--- config.mk ---
export PLATFORM = sky130hd
export DESIGN_NAME = wb_arbiter_flat
export DESIGN_NICKNAME = d
export VERILOG_FILES = /design/src/rtl/wb_pkg.sv /design/src/rtl/wb_arbiter_if.sv /design/src/rtl/wb_prio_arb2.sv /design/src/rtl/wb_arbiter.sv /design/src/flat_wrapper.sv
export SDC_FILE = /design/constraint.sdc
export NUM_CORES = 1
export LEC_CHECK = 0
export CORE_MARGIN = 3
export CORE_UTILIZATION = 41
export CTS_CLUSTER_DIAMETER = 100
export DETAILED_ROUTE_END_ITERATION = 8
export HOLD_SLACK_MARGIN = 0.03
export PLACE_DENSITY = 0.86
export SLEW_MARGIN = 40
export SYNTH_ARGS = -nofsm -noshare
export SYNTH_HDL_FRONTEND = slang
export SYNTH_SLANG_ARGS = --single-unit
--- constraint.sdc ---
create_clock -name clk_i -period 4.3 [get_ports clk_i]
set_clock_uncertainty 0.2 [all_clocks]
set_input_delay 0.86 -clock clk_i [delete_from_list [all_inputs] [get_ports clk_i]]
set_output_delay 0.86 -clock clk_i [all_outputs]
set_load 0.01 [all_outputs]
--- src/rtl/wb_pkg.sv ---
// Shared defaults, address-width derivation and arbiter FSM encoding for the
// register-bank write-port arbiter.
package wb_pkg;
  localparam int DEF_NUMREGS   = 32;
  localparam int DEF_DATAWIDTH = 32;

  // Request/grant bit positions inside the 2-source vectors.
  localparam int SRC_ALU = 0;
  localparam int SRC_LSU = 1;

  // One extra bit so out-of-range register numbers pass through untouched.
  function automatic int calc_aw(input int numregs);
    return $clog2(numregs) + 1;
  endfunction

  localparam int DEF_AW = calc_aw(DEF_NUMREGS);

  typedef enum logic {
    NORM  = 1'b0,
    BOOST = 1'b1
  } arb_state_t;
endpackage

--- src/rtl/wb_arbiter_if.sv ---
// ALU/LSU result offers and the register-bank write port of the arbiter.
interface wb_arbiter_if #(
  parameter int AW        = 6,
  parameter int DATAWIDTH = 32
);
  logic                 alu_valid_i;
  logic [AW-1:0]        alu_rd_i;
  logic [DATAWIDTH-1:0] alu_data_i;
  logic                 alu_ready_o;
  logic                 lsu_valid_i;
  logic [AW-1:0]        lsu_rd_i;
  logic [DATAWIDTH-1:0] lsu_data_i;
  logic                 lsu_ready_o;
  logic                 we_o;
  logic [AW-1:0]        waddr_o;
  logic [DATAWIDTH-1:0] wdata_o;
  logic                 starved_o;

  modport slave (
    input  alu_valid_i, alu_rd_i, alu_data_i,
    input  lsu_valid_i, lsu_rd_i, lsu_data_i,
    output alu_ready_o, lsu_ready_o,
    output we_o, waddr_o, wdata_o, starved_o
  );

  modport master (
    output alu_valid_i, alu_rd_i, alu_data_i,
    output lsu_valid_i, lsu_rd_i, lsu_data_i,
    input  alu_ready_o, lsu_ready_o,
    input  we_o, waddr_o, wdata_o, starved_o
  );
endinterface

--- src/rtl/wb_prio_arb2.sv ---
// Two-source priority arbiter: LSU wins normally, ALU gets a one-cycle boost
// after STARVE_LIMIT consecutive lost arbitrations.
module wb_prio_arb2
  import wb_pkg::*;
#(
  parameter int STARVE_LIMIT = 4
) (
  input  logic       clk,
  input  logic       rst,
  input  logic [1:0] req,
  output logic [1:0] gnt,
  output logic       starved
);
  localparam int CW = $clog2(STARVE_LIMIT + 1);
  localparam logic [CW-1:0] LIM = CW'(STARVE_LIMIT);

  arb_state_t    state, state_n;
  logic [CW-1:0] cnt, cnt_n, cnt_inc;

  always_ff @(posedge clk) begin
    if (rst) begin
      state <= NORM;
      cnt   <= '0;
    end else begin
      state <= state_n;
      cnt   <= cnt_n;
    end
  end

  assign cnt_inc = (cnt == LIM) ? cnt : cnt + 1'b1;
  assign starved = (state == BOOST);

  always_comb begin
    gnt     = '0;
    state_n = state;
    cnt_n   = cnt;
    // Reset masks every grant so nothing handshakes while rst is high.
    if (!rst) begin
      case (state)
        NORM: begin
          if (req[SRC_LSU])      gnt[SRC_LSU] = 1'b1;
          else if (req[SRC_ALU]) gnt[SRC_ALU] = 1'b1;
        end
        BOOST: begin
          if (req[SRC_ALU])      gnt[SRC_ALU] = 1'b1;
          else if (req[SRC_LSU]) gnt[SRC_LSU] = 1'b1;
        end
        default: gnt = '0;
      endcase
    end
    case (state)
      NORM: begin
        if (!req[SRC_ALU] || gnt[SRC_ALU]) begin
          cnt_n = '0;
        end else if (req[SRC_LSU]) begin
          if (cnt_inc == LIM) begin
            state_n = BOOST;
            cnt_n   = '0;
          end else begin
            cnt_n = cnt_inc;
          end
        end
      end
      // The boosted ALU is always granted if valid, so BOOST lasts one cycle.
      BOOST: begin
        state_n = NORM;
        cnt_n   = '0;
      end
      default: begin
        state_n = NORM;
        cnt_n   = '0;
      end
    endcase
  end
endmodule

--- src/rtl/wb_arbiter.sv ---
// Write-back arbiter: picks ALU or LSU result each cycle and registers the
// winner onto the register-bank write port; writes to r0 are suppressed.
module wb_arbiter
  import wb_pkg::*;
#(
  parameter int NUMREGS      = DEF_NUMREGS,
  parameter int DATAWIDTH    = DEF_DATAWIDTH,
  parameter int STARVE_LIMIT = 4
) (
  input logic        clk_i,
  input logic        rst_i,
  wb_arbiter_if.slave bus
);
  localparam int AW = calc_aw(NUMREGS);

  logic [1:0]           req, gnt;
  logic [AW-1:0]        sel_rd;
  logic [DATAWIDTH-1:0] sel_data;

  assign req[SRC_ALU] = bus.alu_valid_i;
  assign req[SRC_LSU] = bus.lsu_valid_i;

  wb_prio_arb2 #(.STARVE_LIMIT(STARVE_LIMIT)) u_arb (
    .clk     (clk_i),
    .rst     (rst_i),
    .req     (req),
    .gnt     (gnt),
    .starved (bus.starved_o)
  );

  assign bus.alu_ready_o = gnt[SRC_ALU];
  assign bus.lsu_ready_o = gnt[SRC_LSU];

  assign sel_rd   = gnt[SRC_ALU] ? bus.alu_rd_i   : bus.lsu_rd_i;
  assign sel_data = gnt[SRC_ALU] ? bus.alu_data_i : bus.lsu_data_i;

  always_ff @(posedge clk_i) begin
    if (rst_i) begin
      bus.we_o    <= 1'b0;
      bus.waddr_o <= '0;
      bus.wdata_o <= '0;
    end else if (|gnt) begin
      bus.we_o    <= (sel_rd != '0);
      bus.waddr_o <= sel_rd;
      bus.wdata_o <= sel_data;
    end else begin
      bus.we_o <= 1'b0;
    end
  end
endmodule

--- src/flat_wrapper.sv ---
// flat-port wrapper written by rule: the top's interface ports become plain ports
module wb_arbiter_flat import wb_pkg::*;
#(
  parameter int NUMREGS      = DEF_NUMREGS,
  parameter int DATAWIDTH    = DEF_DATAWIDTH,
  parameter int STARVE_LIMIT = 4
)
  (clk_i, rst_i, bus_alu_valid_i, bus_alu_rd_i, bus_alu_data_i, bus_lsu_valid_i, bus_lsu_rd_i, bus_lsu_data_i, bus_alu_ready_o, bus_lsu_ready_o, bus_we_o, bus_waddr_o, bus_wdata_o, bus_starved_o);
  wb_arbiter_if #(.AW((6)), .DATAWIDTH(DATAWIDTH)) bus_i ();
  input logic clk_i;
  input logic rst_i;
  input wire logic [$bits(bus_i.alu_valid_i)-1:0] bus_alu_valid_i;
  input wire logic [$bits(bus_i.alu_rd_i)-1:0] bus_alu_rd_i;
  input wire logic [$bits(bus_i.alu_data_i)-1:0] bus_alu_data_i;
  input wire logic [$bits(bus_i.lsu_valid_i)-1:0] bus_lsu_valid_i;
  input wire logic [$bits(bus_i.lsu_rd_i)-1:0] bus_lsu_rd_i;
  input wire logic [$bits(bus_i.lsu_data_i)-1:0] bus_lsu_data_i;
  output wire logic [$bits(bus_i.alu_ready_o)-1:0] bus_alu_ready_o;
  output wire logic [$bits(bus_i.lsu_ready_o)-1:0] bus_lsu_ready_o;
  output wire logic [$bits(bus_i.we_o)-1:0] bus_we_o;
  output wire logic [$bits(bus_i.waddr_o)-1:0] bus_waddr_o;
  output wire logic [$bits(bus_i.wdata_o)-1:0] bus_wdata_o;
  output wire logic [$bits(bus_i.starved_o)-1:0] bus_starved_o;
  assign bus_i.alu_valid_i = bus_alu_valid_i;
  assign bus_i.alu_rd_i = bus_alu_rd_i;
  assign bus_i.alu_data_i = bus_alu_data_i;
  assign bus_i.lsu_valid_i = bus_lsu_valid_i;
  assign bus_i.lsu_rd_i = bus_lsu_rd_i;
  assign bus_i.lsu_data_i = bus_lsu_data_i;
  assign bus_alu_ready_o = bus_i.alu_ready_o;
  assign bus_lsu_ready_o = bus_i.lsu_ready_o;
  assign bus_we_o = bus_i.we_o;
  assign bus_waddr_o = bus_i.waddr_o;
  assign bus_wdata_o = bus_i.wdata_o;
  assign bus_starved_o = bus_i.starved_o;
  wb_arbiter #(.NUMREGS(NUMREGS), .DATAWIDTH(DATAWIDTH), .STARVE_LIMIT(STARVE_LIMIT)) u_core (.clk_i(clk_i), .rst_i(rst_i), .bus(bus_i));
endmodule
# After elaboration in Yosys (flattened, before gate mapping)
# Index checks and enable logic that the tools add are counted.
# W data, S select, Z words.
op_classes:
  reduce_logical: 5
  mul: 0
  addsub: 1
  n_eq_ne: 3
  n_bitwise: 2
  mux: 17
  shift: 0
  n_div: 0
  magnitude_cmp: 0
op_table:
  columns: ["operator", "n"]
  rows:
  - ["$mux W32", 1]
  - ["$mux W3", 4]
  - ["$mux W1", 7]
  - ["$eq A3 B3 Y1 const B", 2]
  - ["$mux W6", 1]
  - ["$pmux W3 S2", 1]
  - ["$reduce_bool A6 Y1", 1]
  - ["$pmux W2 S2", 1]
  - ["$reduce_or A2 Y1", 2]
  - ["$add A3 B1 Y3 const B", 1]
  - ["$ne A3 B3 Y1 const B", 1]
  - ["$mux W2", 1]
  - ["$not A1 Y1", 2]
  - ["$pmux W1 S2", 1]
  - ["$logic_not A1 Y1", 1]
  - ["$logic_or A1 B1 Y1", 1]
totals:
  romBits: 0
  wordCells: 33
  mem_bits_rw: 0
  out_inout_bits: 42
  latch_bits: 0
  regBits: 43
  mem_count: 0

# Longest topological paths before layout
# Gate-level depths: netlist of run 1.
depth:
  word_depth: 7
  ltp_mapped: 5

# Modules after synthesis
# A second synthesis of run 1 with hierarchy kept.
unflattened:
  hier_cells: 203
  area_unflattened_um2: 2092.0
by_module_without_submodules:
  columns: ["module", "area_per_inst_um2", "cells_per_inst", "n_inst", "seq_area_each_um2"]
  rows:
  - ["wb_arbiter", 1843.0, 174, 1, 780.7]
  - ["wb_prio_arb2", 249.0, 29, 1, 80.1]

# Worst setup path after synthesis of run 1
# No wires, ideal clock.
synth_timing:
  path_kind: "input to output"
  startpoint: "input port rst_i"
  endpoint: "output port bus_lsu_ready_o"
  setup_slack_ns: 1.710
  path_stages: 3
  arrival_ns: 1.530
  t_required_ns: 3.240
  cell_sequence: "clkbuf_1 nor2b_1 a21boi_0"
synth_between:
  elab_chain_len: 1
synth_lines:
  columns: ["element", "line_no", "source"]
  rows:
  - ["start, declared", "flat_wrapper.sv:11", "input logic rst_i;"]
  - ["$mux W2", "wb_prio_arb2.sv:38", "if (!rst) begin"]
  - ["end, declared", "flat_wrapper.sv:19", "output wire logic [$bits(bus_i.lsu_ready_o)-1:0] bus_lsu_ready_o;"]
# No other way between the ends.

# Worst setup path in the final report of run 1
# Same ends and word-level chain as after synthesis.

==> flow_metrics.py, run 1 <==
metrics = {
    "floorplanning": {
        "start_util_pct": 43.2,
        "die-area_sq_um": 5930,
        "core_sq_um": 4790,
        "placementRows": 25,
        "io_pins": 122,
        "fp.dieH_um": 77.0,
        "die_w_um": 77.0,
    },
    "run": {
        "cap_violations": 0,
    },
    "synth": {
        "ys_types": 29,
        "synth_edf_count": 0,
        "syn_inst": 214,
        "yosys_warnings": 0,
        "yosys_register_bits": 43,
        "synth-seq-area-share_pct": 41.7,
        "muxShareOfSynthArea_pct": 0,
        "synth_area_sq_um": 2070,
        "postSynthAreaPerCell_sq_um": 9.65,
        "synth-async-reset-ratio_pct": 0,
        "synth_fa_ha_area_share_pct": 1.21,
        "synth_xor_area_share_pct": 0.424,
        "synth_nets": 296,
        "synth_top_family_by_area": "compound AO/OA/AOI/OAI gates",
        "synth_compound_area_share_pct": 37.6,
        "synth-simple-area-share_pct": 4.91,
        "synth_flop_cell": "dfxtp_1",
    },
    "place": {
        "gp_congestion": 0.732,
        "dp_slack_ps": 660,
        "port_buffers": 121,
        "placed_area_sq_um": 3280,
        "post-dp-hpwl_um": 4380,
    },
    "clock_tree": {
        "clkTransAtPathRegs_ps": 90,
        "cts_buffer_depth": 2,
        "cts_buffers": 5,
        "cts_setup_buffers": 0,
        "clock_latency_ps": 290,
        "cts_tree": "built",
        "cts_root_buf": "clkbuf_8",
        "cts_max_level": 2,
        "clock_sinks": 43,
        "cts.repair.resized": 0,
        "cts_hold_buf": 0,
    },
    "setup_path": {
        "start_kind": "input pin",
        "worstSetupEndpointType": "output pin",
        "arrival_ps": 2550,
        "critPathRequiredTime_ps": 3240,
        "cp_max_fo": 15,
        "crit_type": "in2out",
    },
    "global_routing": {
        "grt_max_degree": 43,
        "grt_pass1_wl_um": 10300,
        "grt_use_total_pct": 21.0,
        "grt_pass1_vias": 2138,
        "antenna_found_initial": 0,
        "grt-ovfl-total": 0,
    },
    "pwr": {
        "max-vdd-ir-drop_uv": 173,
        "power_density_nw_per_um2": 280,
        "leakage_uw": 0.00133,
    },
    "timing": {
        "max-slew-margin-rel_pct": 50.1,
        "tightestPinTransition_ps": 744,
        "min_period_ps": 3610,
        "fmax_ghz": 0.277,
        "rsz0062_at_grt": "false",
        "worst_slack_ps": 690,
        "finalMaxSlewViolations": 0,
        "fin_crit_sh_pct": 84.0,
        "timing.setup.tns_ps": 0,
        "setup_viol": 0,
        "hold_viol": 0,
    },
    "layout": {
        "fin_area_sq_um": 3380,
        "ff_latch_area_sq_um": 861,
        "postLayoutCoreUtil_pct": 70.7,
        "multi_input_area_sq_um": 916,
        "syn_to_final_growth_pct": 63.7,
        "layout.nets": 406,
        "n_fill_cell": 382,
        "diodes": 0,
        "drive_gt1_share_pct": 5.54,
    },
    "detailed_routing": {
        "routed_via_density": 5.45,
        "drt-pass1-iter-count": 4,
        "routed_wl_um": 6380,
        "route.antenna.remaining_nets": 0,
        "vias": 2136,
        "drcViolationCount": 0,
        "first_iter_violations": 88,
        "wire_per_inst_um": 16.3,
    },
    "min_path": {
        "hp-class": "reg2reg",
    },
    "outcome": {
        "status": "completed",
    },
}
==> state kept, by name, indices dropped and copies added (netlist names) <==
register	count
u_core.u_arb.cnt	3
u_core.bus.we_o	1
u_core.u_arb.starved	1
u_core.bus.waddr_o	6
u_core.bus.wdata_o	32
==> final cells by class <==
cell class	instances	area share, %
Inverter	43	4.77
Tap cell	67	2.48
Timing Repair Buffer	127	37.1
Sequential cell	43	25.5
Clock inverter	1	0.222
Clock buffer	7	2.85
Multi-Input combinational cell	104	27.1
==> where the power goes <==
part | internal [uW] | switching (uW) | total (uW)
Clock | 146 | 141 | 287
Sequential | 426 | 15.7 | 441
Combinational | 139 | 79.3 | 219
Total | 711 | 236 | 947
==> cell usage after synthesis (all sizes together) (2+ instances only) <==
cell type | count | area share (%)
dfxtp | 43 | 42
inv | 43 | 7.8
a2111oi | 38 | 16
a221o | 38 | 18
clkbuf | 15 | 2.7
buf | 9 | 3.7
nor4 | 3 | 0.91
a21oi | 2 | 0.48
ha | 2 | 1.2
nand2 | 2 | 0.36
nand2b | 2 | 0.61
nor2 | 2 | 0.36
==> stage by stage <==
step / power [uW] / hold WS, ps / instances
floorplan: 526 / 272 / 214
global placement: 665 / 269 / 384
detailed placement: 668 / 268 / 384
CTS: 949 / 294 / 392
global route: 990 / 312 / 392
finish: 947 / 290 / 392
==> layer usage <==
metal  GRT usage, %  share of wire [%]  vias up
met2           34.9                 47       85
met1           25.8                 44      987
met5              0                  0        -
met3           7.16                7.8        6
li1               -                  -     1058
met4           6.23                1.2        0
==> layout by cell type, fill, tap and decap left out, types with 2 or more instances in the layout <==
cell | Yosys | layout
a21oi_1 | 2 | 2
inv_1 | 42 | 42
nand2_1 | 2 | 2
clkdlybuf4s50_1 | 0 | 121
a2111oi_0 | 38 | 38
clkbuf_8 | 0 | 7
dfxtp_1 | 43 | 43
buf_4 | 0 | 6
nor4_1 | 3 | 3
nand2b_1 | 2 | 2
nor2_1 | 2 | 2
a221o_1 | 38 | 38
ha_1 | 2 | 2
==> worst max-delay path, cell delays in order <==
cell and delay [ps]:
clkdlybuf4s50_1 430, buf_4 200, nor2b_1 160, a21boi_0 300
clkdlybuf4s50_1 600
==> cells by family (layout without fill, tap and decap cells) <==
logic type / Yosys count / after routing
compound gates: 84 / 84
buf+inv: 67 / 178
flops: 43 / 43
simple gates: 17 / 17
fa+ha+maj: 2 / 2
xor+xnor: 1 / 1
==> final timing paths <==
kind / depth (start not counted) / from / end / slack, ps
hold / removal: 1 / u_core.bus.wdata_o[27] / u_core.bus.wdata_o[27] / 290
setup reg to reg: 5 / u_core.u_arb.cnt[0] / u_core.u_arb.starved / 2380
hold reg to reg: 1 / u_core.bus.wdata_o[27] / u_core.bus.wdata_o[27] / 290
setup / recovery: 5 / rst_i / bus_lsu_ready_o / 690
Power figures use the tool's default switching activity.
==> inputs of run 2 (changes only) <==
--- a/config.mk
+++ b/config.mk
@@ -6,11 +6,11 @@
 export NUM_CORES = 1
 export LEC_CHECK = 0
 export CORE_MARGIN = 3
-export CORE_UTILIZATION = 41
+export CORE_UTILIZATION = 34
 export CTS_CLUSTER_DIAMETER = 100
 export DETAILED_ROUTE_END_ITERATION = 8
 export HOLD_SLACK_MARGIN = 0.03
-export PLACE_DENSITY = 0.86
+export PLACE_DENSITY = 0.77
 export SLEW_MARGIN = 40
 export SYNTH_ARGS = -nofsm -noshare
 export SYNTH_HDL_FRONTEND = slang
==> constraint.sdc (replaced) <==
create_clock -name clk_i -period 2.9 [get_ports clk_i]
set_clock_uncertainty 0.2 [all_clocks]
set_input_delay 0.58 -clock clk_i [delete_from_list [all_inputs] [get_ports clk_i]]
set_output_delay 0.58 -clock clk_i [all_outputs]
set_load 0.01 [all_outputs]
==> flow_metrics.py, run 2 (synthesis gave the netlist of run 1 again) <==
metrics = {
    "outcome": {
        "status": "completed",
    },
    "setup_path": {
        "rr_startpoint": "u_core.u_arb.cnt[0]",
        "worstSetupEndpointType": "output pin",
        "cp_max_fo": 2,
        "critPathRequiredTime_ps": 2120,
        "arrival_ps": 2040,
        "start_kind": "input pin",
        "ff2ff_path_depth": 5,
        "crit_type": "in2out",
        "reg2reg_slack_ps": 1010,
        "r2r_end": "u_core.u_arb.starved",
    },
    "layout": {
        "postLayoutCoreUtil_pct": 60.6,
        "diodes": 0,
        "layout.nets": 412,
        "drive_gt1_share_pct": 7.55,
        "largest_reg_flops": 32,
        "fin_cells": 403,
        "largest_register": "u_core.bus.wdata_o",
        "layout_common_cells": "clkdlybuf4s50_1, dfxtp_1, inv_1",
        "multi_input_area_sq_um": 928,
        "layout_commonest_cell": "clkdlybuf4s50_1",
        "syn_to_final_growth_pct": 66.6,
        "n_fill_cell": 500,
        "reg_top3": "u_core.bus.wdata_o x32, u_core.bus.waddr_o x6, u_core.u_arb.cnt x3",
        "ff_latch_area_sq_um": 861,
    },
    "clock_tree": {
        "clkTransAtPathRegs_ps": 70,
        "cts_tree": "built",
        "cts_setup_buffers": 0,
        "clock_sinks": 43,
        "clock_latency_ps": 280,
        "cts_buffer_depth": 2,
        "cts_max_level": 2,
        "cts_buffers": 5,
        "cts_root_buf": "clkbuf_8",
    },
    "timing": {
        "min_period_ps": 2820,
        "worst_slack_ps": 81.5,
        "setup_viol": 0,
        "max-slew-margin-rel_pct": 60.1,
        "fin_crit_sh_pct": 97.2,
        "tightestPinTransition_ps": 597,
        "fmax_ghz": 0.355,
        "holdWs_ps": 290,
        "hold_viol": 0,
        "finalMaxSlewViolations": 0,
    },
    "floorplanning": {
        "die_w_um": 83.9,
        "die-area_sq_um": 7050,
        "io_pins": 122,
        "fp.dieH_um": 83.9,
        "start_util_pct": 36.4,
        "core_sq_um": 5680,
        "placementRows": 27,
    },
    "global_routing": {
        "grt-ovfl-total": 0,
        "grt_pass1_wl_um": 10900,
        "grt_use_total_pct": 18.8,
        "grt_pass1_vias": 2175,
        "antenna_found_initial": 0,
        "grt_max_degree": 40,
    },
    "place": {
        "gp_congestion": 0.740,
        "dp_slack_ps": -7.16,
        "post-dp-hpwl_um": 4840,
        "dp_cells": 395,
        "port_buffers": 121,
    },
    "pwr": {
        "leakage_uw": 0.00136,
        "power.total_uw": 1400,
        "power_density_nw_per_um2": 405,
        "max-vdd-ir-drop_uv": 213,
    },
    "detailed_routing": {
        "route.antenna.remaining_nets": 0,
        "wire_per_inst_um": 16.6,
        "vias": 2184,
        "drt-pass1-iter-count": 4,
        "routed_wl_um": 6690,
        "routed_via_density": 5.42,
        "first_iter_violations": 96,
        "drcViolationCount": 0,
    },
    "min_path": {
        "hold_path_end": "u_core.bus.wdata_o[25]",
        "min-delay-start": "u_core.bus.wdata_o[25]",
        "hp-class": "reg2reg",
        "holdPathStages": 1,
    },
    "run": {
        "cap_violations": 0,
    },
}
-- run 2: changes by cell type in the layout (fill, tap and decap cells not counted), sizes merged --
cell / before / now
buf: 6 / 12
clkbuf: 7 / 8
clkinvlp: 1 / 0
-- run 2: through the flow --
step | setup TNS, ps | cell area (sq um)
finish | 0 | 3440
global route | -8.45 | 3440
CTS | 0 | 3440
detailed placement | -7.16 | 3340
global placement | -3.54 | 3330
floorplan | 0 | 2070
-- run 2: area by class of cell --
class / instances / share of cell area, %
clock buffer: 8 / 2.91
inverter: 43 / 4.69
multi-input combinational: 104 / 27.0
sequential: 43 / 25.0
tap: 72 / 2.62
timing repair buffer: 133 / 37.8
-- run 2: what timing repair did --
action                     4_1_cts  5_1_grt
gates cloned                     0        0
hold buffers                     0        0
setup endpoints to repair        1        1
gates resized for setup          1        2
-- run 2: critical path: stages --
cell	delay [ps]
clkdlybuf4s50_1	480
nor2b_2	170
a21boi_2	160
buf_4	120
clkdlybuf4s50_1	520
-- run 2: where the power goes --
| group | internal [uW] | switching (uW) |
|---|---|---|
| clock network | 217 | 191 |
| logic | 212 | 120 |
| registers | 631 | 23.4 |
-- run 2: per-layer routing --
metal	global-route usage, %	share of wire (%)	up-vias	wire [um]
met5	0	0	-	0
met4	3.95	0.28	0	19
met3	5.82	8.4	2	562
met2	30.2	47	102	3120
met1	24.7	45	1011	2990
li1	-	-	1069	-
-- run 2: worst max-delay path by stage --
| stage | from | end | slack, ps | cells after the start |
|---|---|---|---|---|
| 4_1_cts | bus_lsu_valid_i | bus_lsu_ready_o | 5 | 5 |
| 5_1_grt | bus_lsu_valid_i | bus_lsu_ready_o | -8 | 5 |
| 2_1_floorplan | rst_i | bus_lsu_ready_o | 870 | 3 |
| 3_5_place_dp | bus_lsu_valid_i | bus_lsu_ready_o | -7 | 5 |
| 3_3_place_gp | bus_lsu_valid_i | bus_lsu_ready_o | -4 | 5 |
| 6_report | bus_lsu_valid_i | bus_lsu_ready_o | 80 | 5 |
==> inputs of run 3 (changes only) <==
--- a/config.mk
+++ b/config.mk
@@ -11,6 +11,7 @@
 export DETAILED_ROUTE_END_ITERATION = 8
 export HOLD_SLACK_MARGIN = 0.03
 export PLACE_DENSITY = 0.77
+export REMOVE_ABC_BUFFERS = 1
 export SLEW_MARGIN = 40
 export SYNTH_ARGS = -nofsm -noshare
 export SYNTH_HDL_FRONTEND = slang
==> flow_metrics.py, run 3 (synthesis gave the netlist of run 1 again) <==
metrics = {
    "timing": {
        "rsz0062_at_grt": "false",
        "fmax_ghz": 0.362,
        "holdWs_ps": 290,
        "setup_viol": 0,
        "max-slew-margin-rel_pct": 50.4,
        "hold_viol": 0,
        "fin_crit_sh_pct": 95.2,
        "finalMaxSlewViolations": 0,
        "tightestPinTransition_ps": 741,
        "min_period_ps": 2760,
    },
    "clock_tree": {
        "cts_tree": "built",
        "clock_latency_ps": 300,
        "cts_root_buf": "clkbuf_8",
        "cts_hold_buf": 0,
        "cts_setup_buffers": 0,
        "clock_sinks": 43,
        "cts_buffer_depth": 2,
        "clkTransAtPathRegs_ps": 80,
        "cts_max_level": 2,
        "cts_buffers": 5,
    },
    "setup_path": {
        "critPathSlowestCell": "clkdlybuf4s50_1",
        "critPathTopFamily": "buffers and inverters",
        "worstSetupEndpointType": "output pin",
        "slowest_delay_ps": 650,
        "cp_max_fo": 6,
        "r2r_end": "u_core.u_arb.starved",
        "path_buf_inv": 2,
        "rr_startpoint": "u_core.u_arb.cnt[0]",
        "ff2ff_path_depth": 5,
        "crit_top_cell": "clkdlybuf4s50_1",
        "crit_type": "in2out",
        "arrival_ps": 1980,
        "path_cells": "clkdlybuf4s50_1 > o211a_4 > clkdlybuf4s50_1",
        "critPathRequiredTime_ps": 2120,
        "reg2reg_slack_ps": 1040,
        "start_kind": "input pin",
    },
    "layout": {
        "largest_register": "u_core.bus.wdata_o",
        "syn_to_final_growth_pct": 66.9,
        "n_fill_cell": 491,
        "layout.nets": 413,
        "fin_area_sq_um": 3450,
        "drive_gt1_share_pct": 7.53,
        "largest_reg_flops": 32,
        "diodes": 0,
        "layout_commonest_cell": "clkdlybuf4s50_1",
        "layout_common_cells": "clkdlybuf4s50_1, dfxtp_1, inv_1",
        "reg_top3": "u_core.bus.wdata_o x32, u_core.bus.waddr_o x6, u_core.u_arb.cnt x3",
    },
    "detailed_routing": {
        "route.antenna.remaining_nets": 0,
        "drt-pass1-iter-count": 4,
        "first_iter_violations": 100,
        "drcViolationCount": 0,
        "routed_via_density": 5.51,
        "vias": 2227,
        "wire_per_inst_um": 16.9,
        "routed_wl_um": 6830,
    },
    "global_routing": {
        "grt_pass1_vias": 2199,
        "grt_max_degree": 40,
        "antenna_found_initial": 0,
        "grt_pass1_wl_um": 11000,
        "grt_use_total_pct": 19.1,
        "grt-ovfl-total": 0,
    },
    "run": {
        "cap_violations": 0,
    },
    "pwr": {
        "leakage_uw": 0.00138,
        "power_density_nw_per_um2": 395,
        "max-vdd-ir-drop_uv": 199,
    },
    "place": {
        "gp_congestion": 0.761,
        "placed_area_sq_um": 3360,
        "post-dp-hpwl_um": 4930,
        "port_buffers": 121,
    },
    "min_path": {
        "hold_path_end": "u_core.bus.wdata_o[16]",
        "holdPathStages": 1,
        "min-delay-start": "u_core.bus.wdata_o[16]",
        "hp-class": "reg2reg",
    },
    "floorplanning": {
        "fp.dieH_um": 83.9,
        "placementRows": 27,
        "die-area_sq_um": 7050,
        "io_pins": 122,
        "die_w_um": 83.9,
        "core_sq_um": 5680,
        "start_util_pct": 36.4,
    },
    "outcome": {
        "status": "completed",
    },
}
run 3: cell count changes in the layout (fill, tap and decap cells not counted):
cell             change
clkdlybuf4s50_1      -2
clkinv_2             +1
a21boi_0             +1
dlymetal6s2s_1       +2
clkbuf_8             -2
clkinvlp_4           +1
buf_12               +1
a21boi_2             -1
run 3: final cells by class:
class                      count  area (sq um)  share of cell area, %
timing repair buffer         134          1330                   38.5
multi-input combinational    104           925                   26.8
sequential                    43           861                   25.0
inverter                      43           161                   4.68
tap                           72          90.1                   2.61
clock buffer                   6          72.6                   2.10
clock inverter                 2          12.5                  0.363
run 3: worst max path at each step:
| stage | start | end | cells after the start |
|---|---|---|---|
| 2_1_floorplan | bus_alu_valid_i | u_core.bus.waddr_o[0] | 2 |
| 3_3_place_gp | rst_i | bus_lsu_ready_o | 5 |
| 3_5_place_dp | rst_i | bus_lsu_ready_o | 5 |
| 4_1_cts | rst_i | bus_lsu_ready_o | 5 |
| 5_1_grt | bus_alu_valid_i | bus_alu_ready_o | 3 |
| 6_report | bus_alu_valid_i | bus_alu_ready_o | 3 |
run 3: metrics by stage:
stage	setup WS [ps]	total power [uW]	cells	setup TNS, ps	util (%)
2_1_floorplan	-298	760	190	-11340	-
3_3_place_gp	30.0	997	396	0	59.0
3_5_place_dp	1.57	1000	396	0	59.1
4_1_cts	5.04	1380	404	0	60.6
5_1_grt	104	1420	404	0	60.8
6_report	140	1360	404	0	60.8
run 3: routing by layer:
metal	track usage (%)	vias up	routed length (um)
met5	0	-	0
met4	6.14	0	149
met3	6.61	12	652
met1	24.4	1022	2880
li1	-	1075	-
met2	30.3	118	3150
run 3: power breakdown:
part | internal [uW] | leakage [uW] | switching, uW
clock | 168 | 0.0000412 | 206
combinational | 213 | 0.000984 | 121
sequential | 631 | 0.000356 | 23.5
total | 1010 | 0.00138 | 351
run 3: timing repair:
item	in CTS	in global routing
resized for setup	0	3
hold endpoints to repair	0	0
setup endpoints to repair	0	2
==> RTL change (config.mk and constraints of run 2) <==
Change the package constant `DEF_DATAWIDTH` from 32 to 28.
--- a/src/rtl/wb_pkg.sv
+++ b/src/rtl/wb_pkg.sv
@@ -4,3 +4,3 @@
   localparam int DEF_NUMREGS   = 32;
-  localparam int DEF_DATAWIDTH = 32;
+  localparam int DEF_DATAWIDTH = 28;
 
Ports: changed (resized bus_alu_data_i, bus_lsu_data_i and bus_wdata_o); port bits go from 122 to 110. No check against the original RTL was run, so the function may have changed too.
==> RTL change against run 2 <==
  * Setup slack gained 0.021 ns
  * Sequential share of layout area down 0.22 points
  * Non-clock buffer count is 15 lower
  * Clock power increased by 33%
  * Synthesized cell count down 8.4%
  * Area after synthesis fell by 9.0%
  * First-iteration DRC count grew 70%
  * Power rose by 2.7%
  * Design area down 8.5%
  * Fmax is 0.74% higher
  * Utilization down 0.52 points
  * Global-route usage grew 0.22 points
  * Sequential cell count is 4 lower
  * Wire length is 7.4% lower
  * Highest routed layer unchanged
==> RTL change: results <==
export IMPL_drive_gt1_share_pct=6.667
export IMPL_cpLargestDelayFamily="buffers and inverters"
export IMPL_synth_common_cells="dfxtp_1, inv_1, a2111oi_0, a221o_1, clkbuf_1"
export IMPL_worstReg2RegEnd="u_core.u_arb.starved"
export IMPL_post_cts_buffers=0
export IMPL_async_flop_share_pct=0
export IMPL_reg2regPathDepth=5
export IMPL_grt_antenna_before_repair=0
export IMPL_hpwl_mm=4.240
export IMPL_p_leak_nw=1.247
export IMPL_pre_cts_ws_ns=0.05094
export IMPL_yosys_warnings=0
export IMPL_synth_area_leaders="dfxtp_1, a221o_1, a2111oi_0"
export IMPL_firstDrtPassIters=4
export IMPL_min_from="u_core.bus.wdata_o[20]"
export IMPL_synthesis_nets=270
export IMPL_cts_root_buffer="clkbuf_8"
export IMPL_gp_congestion=0.7668
export IMPL_cp_max_fo=2
export IMPL_grt_max_degree=37
export IMPL_status="completed"
export IMPL_htree_levels=2
export IMPL_reg2reg_slack_ns=0.99
export IMPL_drt_total_wl_mm=6.191
export IMPL_yosysUniqueCellTypes=29
export IMPL_worstSkewPairLatency_ns=0.28
export IMPL_ir_worst_vdd_uv=198.5
export IMPL_final_net_count=373
export IMPL_hold_slack_ns=0.2897
export IMPL_avgRoutedWirePerCell_um=16.73
export IMPL_clkTransAtPathRegs_ns=0.08
export IMPL_arrival_ns=2.02
export IMPL_cp_slowest_cell="clkdlybuf4s50_1"
export IMPL_synth_edff_count=0
export IMPL_critPathMaxStageDelay_ns=0.57
export IMPL_reg_top3="u_core.bus.wdata_o x28, u_core.bus.waddr_o x6, u_core.u_arb.cnt x3"
export IMPL_worstMarginPinSlew_ns=0.6143
export IMPL_placed_cells=362
export IMPL_initialDrtViolationCount=163
export IMPL_grt_pass1_wl_mm=9.756
export IMPL_cts_path_max_buffers=2
export IMPL_synth_cells=196
export IMPL_numCtsBuffers=5
export IMPL_holdCritPathClass="flop to flop"
export IMPL_via_per_inst=5.451
export IMPL_critPathKind="input pin to output pin"
export IMPL_insertedDiodeCount=0
export IMPL_min_to="u_core.bus.wdata_o[20]"
export IMPL_grt_usage_pct=18.97
export IMPL_io_buffer_count=109
export IMPL_worstHoldPathCells=1
export IMPL_reg2reg_from="u_core.u_arb.cnt[0]"
export IMPL_dpl_cell_area_um2=3013
export IMPL_ys_seq_area_share_pct=41.52
==> RTL change: where the power goes <==
group,internal (mW),switching [mW]
clock,0.343,0.197
sequential,0.572,0.0203
combinational,0.189,0.110
==> RTL change: how the worst max path moves through the flow <==
| stage | startpoint | end | slack [ns] | cells past startpoint |
|---|---|---|---|---|
| finish | bus_lsu_valid_i | bus_lsu_ready_o | 0.10 | 4 |
| global route | bus_lsu_valid_i | bus_lsu_ready_o | 0.03 | 4 |
| CTS | bus_lsu_valid_i | bus_lsu_ready_o | 0.03 | 4 |
| detailed placement | bus_lsu_valid_i | bus_lsu_ready_o | 0.05 | 4 |
| global placement | bus_lsu_valid_i | bus_lsu_ready_o | 0.06 | 4 |
| floorplan | rst_i | bus_lsu_ready_o | 0.89 | 3 |
==> RTL change: cells by family after synthesis <==
family	Yosys count	synth area share, %
buffers and inverters	61	14.17
adder cells (fa/ha/maj)	2	1.330
flip-flops	39	41.52
XOR/XNOR	1	0.4658
AND/OR/NAND/NOR	17	5.656
AO/OA/AOI/OAI	76	36.86
==> RTL change: routing by layer <==
layer / GRT usage, % / vias up / wire, um / part of all wire [%]
met5: 0 / - / 0 / 0
met4: 4.054 / 0 / 18 / 0.29
met3: 4.596 / 5 / 621 / 10
met2: 30.79 / 104 / 2917 / 47
met1: 25.43 / 936 / 2634 / 43
li1: - / 972 / - / -
==> RTL change: final cells by class <==
cell class	count	area, um^2
Fill cell	477	2088
Timing Repair Buffer	118	1159
Multi-Input combinational cell	96	839.6
Sequential cell	39	780.7
Inverter	39	146.4
Tap cell	70	87.58
Clock buffer	5	68.82
Clock inverter	3	67.56
==> RTL change: timing repair <==
action / 4_1_cts / 5_1_grt
endpoints found under the hold margin: 0 / 0
gates resized for setup: 0 / 1
setup endpoints to repair: 0 / 1
hold buffers: 0 / 0
